==> src/rtl/brq_arb_pkg.sv <==
// Shared types and helpers for the Buraq IF/LSU memory-port arbiter.
package brq_arb_pkg;

  typedef enum logic {OWN_IF, OWN_LSU} brq_owner_e;

  typedef enum logic {ARB_IDLE, ARB_WAIT} brq_arb_state_e;

  localparam int BRQ_ARB_NREQ = 2;

  function automatic brq_owner_e brq_other_owner(input brq_owner_e own);
    return (own == OWN_IF) ? OWN_LSU : OWN_IF;
  endfunction

endpackage

==> src/rtl/brq_arb_pick.sv <==
// Combinational IF/LSU winner selection. BRQ_ARB_ROUND_ROBIN_EN enables round-robin
// on contention (with a `last` input); otherwise the LSU has fixed priority.
module brq_arb_pick
  import brq_arb_pkg::*;
(
`ifdef BRQ_ARB_ROUND_ROBIN_EN
  input  brq_owner_e last,
`endif
  input  logic       if_req,
  input  logic       lsu_req,
  output brq_owner_e winner
);

  // Winner is only meaningful when at least one request is asserted.
  always_comb begin
    winner = OWN_IF;
    if (if_req && lsu_req) begin
`ifdef BRQ_ARB_ROUND_ROBIN_EN
      winner = brq_other_owner(last);
`else
      winner = OWN_LSU;
`endif
    end else if (lsu_req) begin
      winner = OWN_LSU;
    end else begin
      winner = OWN_IF;
    end
  end

endmodule

==> src/rtl/brq_mem_arbiter.sv <==
// Shares the unified memory port between IF and LSU, one transaction outstanding.
// Optional macro BRQ_ARB_ROUND_ROBIN_EN selects round-robin instead of LSU priority.
module brq_mem_arbiter
  import brq_arb_pkg::*;
#(
  parameter int DataWidth = 32,
  parameter int AddrWidth = 15
) (
  input  logic                   brq_clk,
  input  logic                   brq_rst,
  input  logic                   if_req_i,
  input  logic [AddrWidth-1:0]   if_addr_i,
  output logic                   if_gnt_o,
  output logic                   if_rvalid_o,
  output logic [DataWidth-1:0]   if_rdata_o,
  input  logic                   lsu_req_i,
  input  logic                   lsu_we_i,
  input  logic [DataWidth/8-1:0] lsu_be_i,
  input  logic [AddrWidth-1:0]   lsu_addr_i,
  input  logic [DataWidth-1:0]   lsu_wdata_i,
  output logic                   lsu_gnt_o,
  output logic                   lsu_rvalid_o,
  output logic [DataWidth-1:0]   lsu_rdata_o,
  output logic                   mem_req_o,
  output logic                   mem_we_o,
  output logic [DataWidth/8-1:0] mem_be_o,
  output logic [AddrWidth-1:0]   mem_addr_o,
  output logic [DataWidth-1:0]   mem_wdata_o,
  input  logic                   mem_gnt_i,
  input  logic                   mem_rvalid_i,
  input  logic [DataWidth-1:0]   mem_rdata_i
);

  localparam int BeWidth = DataWidth / 8;

  brq_arb_state_e state_r, state_next_s;
  brq_owner_e     owner_r, owner_next_s, winner_s;
`ifdef BRQ_ARB_ROUND_ROBIN_EN
  brq_owner_e     last_r, last_next_s;
`endif
  logic issue_s, issue_req_s, grant_s, resp_s;

  // A response frees the port in the same cycle, giving back-to-back issue.
  assign issue_s     = (state_r == ARB_IDLE) || mem_rvalid_i;
  assign issue_req_s = issue_s && (if_req_i || lsu_req_i);
  assign grant_s     = issue_req_s && mem_gnt_i;
  assign resp_s      = (state_r == ARB_WAIT) && mem_rvalid_i;

  assign if_rdata_o  = mem_rdata_i;
  assign lsu_rdata_o = mem_rdata_i;

  brq_arb_pick u_pick (
`ifdef BRQ_ARB_ROUND_ROBIN_EN
    .last    (last_r),
`endif
    .if_req  (if_req_i),
    .lsu_req (lsu_req_i),
    .winner  (winner_s)
  );

  // Request bundle mux, grants and response routing; all held low during reset.
  always_comb begin
    mem_req_o    = 1'b0;
    mem_we_o     = 1'b0;
    mem_be_o     = {BeWidth{1'b0}};
    mem_addr_o   = {AddrWidth{1'b0}};
    mem_wdata_o  = {DataWidth{1'b0}};
    if_gnt_o     = 1'b0;
    lsu_gnt_o    = 1'b0;
    if_rvalid_o  = 1'b0;
    lsu_rvalid_o = 1'b0;
    if (!brq_rst) begin
      if (issue_req_s) begin
        mem_req_o = 1'b1;
        if (winner_s == OWN_LSU) begin
          mem_we_o    = lsu_we_i;
          mem_be_o    = lsu_be_i;
          mem_addr_o  = lsu_addr_i;
          mem_wdata_o = lsu_wdata_i;
          lsu_gnt_o   = mem_gnt_i;
        end else begin
          mem_we_o    = 1'b0;
          mem_be_o    = {BeWidth{1'b1}};
          mem_addr_o  = if_addr_i;
          mem_wdata_o = {DataWidth{1'b0}};
          if_gnt_o    = mem_gnt_i;
        end
      end else begin
        mem_req_o = 1'b0;
      end
      if (resp_s) begin
        if (owner_r == OWN_LSU) begin
          lsu_rvalid_o = 1'b1;
        end else begin
          if_rvalid_o = 1'b1;
        end
      end else begin
        if_rvalid_o  = 1'b0;
        lsu_rvalid_o = 1'b0;
      end
    end else begin
      mem_req_o = 1'b0;
    end
  end

  // Next-state logic: a grant always opens a new transaction owned by the winner.
  always_comb begin
    state_next_s = state_r;
    owner_next_s = owner_r;
`ifdef BRQ_ARB_ROUND_ROBIN_EN
    last_next_s  = last_r;
`endif
    if (grant_s) begin
      state_next_s = ARB_WAIT;
      owner_next_s = winner_s;
`ifdef BRQ_ARB_ROUND_ROBIN_EN
      last_next_s  = winner_s;
`endif
    end else if (issue_s) begin
      state_next_s = ARB_IDLE;
    end else begin
      state_next_s = state_r;
    end
  end

  // State, owner and last-granted registers.
  always_ff @(posedge brq_clk) begin
    if (brq_rst) begin
      state_r <= ARB_IDLE;
      owner_r <= OWN_IF;
`ifdef BRQ_ARB_ROUND_ROBIN_EN
      last_r  <= OWN_IF;
`endif
    end else begin
      state_r <= state_next_s;
      owner_r <= owner_next_s;
`ifdef BRQ_ARB_ROUND_ROBIN_EN
      last_r  <= last_next_s;
`endif
    end
  end

endmodule
==> config.mk <==
export PLATFORM = sky130hd
export DESIGN_NAME = brq_mem_arbiter
export DESIGN_NICKNAME = d
export VERILOG_FILES = /design/src/rtl/brq_arb_pkg.sv /design/src/rtl/brq_arb_pick.sv /design/src/rtl/brq_mem_arbiter.sv
export SDC_FILE = /design/constraint.sdc
export NUM_CORES = 1
export LEC_CHECK = 0
export ABC_AREA = 1
export CAP_MARGIN = 10
export CORE_AREA = 2 2 88 90
export CTS_BUF_LIST = sky130_fd_sc_hd__clkbuf_4
export DETAILED_ROUTE_END_ITERATION = 12
export DIE_AREA = 0 0 90 92
export PLACE_DENSITY_LB_ADDON = 0.25
export SETUP_SLACK_MARGIN = 0.5
export SKIP_LAST_GASP = 1
export SLEW_MARGIN = 15
export SYNTH_ARGS = -nofsm -noshare
export SYNTH_HDL_FRONTEND = slang
export SYNTH_HIERARCHICAL = 1
export SYNTH_SLANG_ARGS = --single-unit
==> constraint.sdc <==
create_clock -name brq_clk -period 3.3 [get_ports brq_clk]
set_input_delay 0.825 -clock brq_clk [delete_from_list [all_inputs] [get_ports brq_clk]]
set_output_delay 0.825 -clock brq_clk [all_outputs]
set_load 0.05 [all_outputs]
==> out/qor.csv <==
stage,metric,value,unit
worst_hold_path,hold_path.class,reg2reg,
detailed_routing,via_count,1476,
layout,diodes,0,
clock_network,cts_tree,yes,
worst_setup_path,critPathLaunch,mem_gnt_i,
clock_network,numCtsBuffers,3,
pwr,powerDensity,178,nW/um^2
pwr,leakage,1.37,nW
clock_network,cts_root_buffer,clkbuf_4,
place,port_buffers,129,
timing,post-route-min-period,2.75,ns
detailed_routing,ant_nets,0,
worst_setup_path,cp_slowest_stage_delay,0.50,ns
timing,maxSlewHeadroom,75.8,%
timing,fin_skew,0.00174,ns
die,die_width,90,um
run,max_cap_violations,0,
global_route,antenna_found_initial,0,
outcome,status,"finished, final reports clean",
synthesis,avgSynthCellArea,6.41,sq um
synthesis,syn_inst,219,
layout,utilization,43.4,%
timing,rsz0062_at_grt,true,
clock_network,clock_latency,0.22,ns
layout,regArea,40.0,sq um
clock_network,clockBufferDepth,2,
worst_setup_path,end_kind,output pin,
synthesis,synth_cell_types,19,
synthesis,yosysWarnings,6,
worst_hold_path,holdCritStartpoint,owner_r$_SDFFE_PP0P_,
detailed_routing,routedWlPerCell,13.2,um
timing,fmax,0.364,GHz
timing,tightest_slew,0.360,ns
worst_setup_path,worstSetupPathType,in2out,
worst_setup_path,crit_top_cell,nor2_2,
layout,drive_gt1_share,49.1,%
worst_setup_path,reg2reg_from,state_r$_SDFFE_PP0P_,
pwr,combinationalPowerShare,85.9,%
detailed_routing,drt-total-wl,5.19,mm
timing,tns,0,ns
global_route,track_usage,11.9,%
worst_setup_path,start_kind,primary input,
synthesis,synth_seq_cells,2,
place,place_congestion,0.687,
synthesis,netlist_area,1400,sq um
synthesis,synth_area_leaders,"buf_4 35%, nor2_4 16%, inv_1 10%",
timing,fin_crit_sh,83.3,%
worst_setup_path,cp_max_fo,2,
pwr,clockPowerShare,9.3,%
worst_setup_path,required,2.47,ns
worst_setup_path,worst_path_max_delay_cell,clkdlybuf4s50_1,
clock_network,h-tree-depth,1,
worst_setup_path,critPathBufInv,3,
synthesis,ys.flop_type,dfxtp_1,
worst_setup_path,path_delay_family,buffers and inverters,
synthesis,yosys-top-cells-count,"65 x buf_4, 39 x inv_1, 33 x nand2_1, 20 x nor2_4, 16 x a21oi_1",
pwr,internal_power,0.000317,W
synthesis,syn_nets,324,
die,core_area,7450,sq um
pwr,peakVddDrop,0.0809,mV
die,die_area,8280,sq um
detailed_routing,drc,0,
layout,finalInstanceArea,3230,sq um
layout,fill_cells,719,
die,num_rows,32,
pwr,report.power.total,0.000577,W
synthesis,ys_seq_area_share,2.85,%
place,dpl.hpwl,4.19,mm
timing,setup_viol,0,
synthesis,synthArstFlopShare,0,%
global_route,grt_pass1_wl,7.83,mm
synthesis,synth_top_area_share,34.8,%
global_route,grt_max_degree,20,
global_route,grt_pass1_vias,1481,
pwr,swShare,45.0,%
clock_network,cts.clk_slew.worst_paths,0.03,ns
detailed_routing,drtPass1Iterations,2,
detailed_routing,vias_per_cell,3.76,
timing,drv_slew,0,
pwr,p_sw,0.000260,W
clock_network,clock-sinks,2,
layout,multiInputGateArea,816,sq um
worst_setup_path,arrival,1.92,ns
die,start_util,18.9,%
pwr,seqPwrFrac,4.8,%
layout,nNetsFinal,398,
worst_setup_path,cp_cell_sequence,clkdlybuf4s50_1 -> inv_2 -> nor2_2 -> nand3_2 -> nor2_2 -> buf_12,
layout,areaGrowthSynthToFinish,130,%
die,ios,226,
die,die_y,92,um
place,place_area,2920,sq um
timing,hold_viol_final,0,
synthesis,synth_edf_count,0,
detailed_routing,drtIter0Drc,27,
clock_network,cts_hold_buffers,0,
global_route,grt_overflow,0,
synthesis,yosysMostFrequentCell,buf_4,
synthesis,synth_top_area_cell,buf_4,
layout by cell type (no fill, tap or decap), drive strengths merged:
| master | synthesis | routed |
|---|---|---|
| inv | 41 | 41 |
| dfxtp | 2 | 2 |
| buf | 71 | 70 |
| dlygate4sd2 | 0 | 1 |
| nand2 | 37 | 37 |
| nand3 | 3 | 3 |
| nor3 | 2 | 2 |
| clkdlybuf4s50 | 0 | 68 |
| a21oi | 16 | 16 |
| clkbuf | 1 | 5 |
| nor2 | 46 | 46 |
worst paths after layout:
path / end / slack (ns) / cells after the start
worst max-delay path: if_gnt_o / 0.55 / 6
worst min-delay path: owner_r$_SDFFE_PP0P_ / 0.53 / 4
worst max register to register: owner_r$_SDFFE_PP0P_ / 2.37 / 6
worst min register to register: owner_r$_SDFFE_PP0P_ / 0.53 / 4
through the flow:
| stage | cells | worst slack, ns | hold slack [ns] |
|---|---|---|---|
| CTS | 392 | 0.512 | 0.535 |
| detailed placement | 380 | 0.115 | 0.531 |
| finish | 393 | 0.551 | 0.532 |
| global placement | 380 | 0.125 | 0.529 |
| global route | 393 | 0.497 | 0.579 |
| floorplan | 219 | 0.416 | 0.504 |
routing by layer:
layer | global-route usage [%] | share of wire [%] | up-vias | wire length (um)
li1 | - | - | 716 | -
met1 | 11.8 | 31 | 623 | 1600
met2 | 23.8 | 56 | 132 | 2910
met3 | 4.27 | 12 | 5 | 619
met4 | 1.92 | 1.1 | 0 | 57
met5 | 0 | 0 | - | 0
power by group through the flow:
stage          registers (W)  clock network [W]  logic (W)
2_1_floorplan      0.0000277                  0   0.000424
3_3_place_gp       0.0000278                  0   0.000450
3_5_place_dp       0.0000278                  0   0.000452
4_1_cts            0.0000275          0.0000563   0.000499
5_1_grt            0.0000278          0.0000567   0.000520
6_report           0.0000275          0.0000539   0.000495
timing repair:
| item | CTS | global route |
|---|---|---|
| setup endpoints to repair | 56 | 35 |
| resized for setup | 38 | 8 |
| pin swaps | 7 | 8 |
| setup buffers | 4 | 1 |
| cloned | 5 | 0 |
final cells by class:
| type | instances | share of cell area, % |
|---|---|---|
| clock buffers | 3 | 0.696 |
| inverters | 41 | 4.84 |
| multi-input cells | 104 | 25.2 |
| flip-flops and latches | 2 | 1.24 |
| well taps | 102 | 3.95 |
| repair buffers | 141 | 64.1 |
registers in the layout (all words and copies together), names as in the netlist:
name and cells:
state_r 1, owner_r 1
cells by family (layout without fill, tap and decap cells):
kind of cell / Yosys count / after routing / synth area share (%)
AO/OA/AOI/OAI: 16 / 16 / 5.70
buffers and inverters: 113 / 185 / 51.2
flip-flops: 2 / 2 / 2.85
AND/OR/NAND/NOR: 88 / 88 / 40.3
worst register-to-register path: stages, from the launching register on:
cell,delay (ns)
dfxtp_1,0.36
nand2_4,0.07
buf_4,0.16
nand3_1,0.11
nand2_1,0.06
inv_1,0.05
nor2_1,0.03
Power figures use the tool's default switching activity.
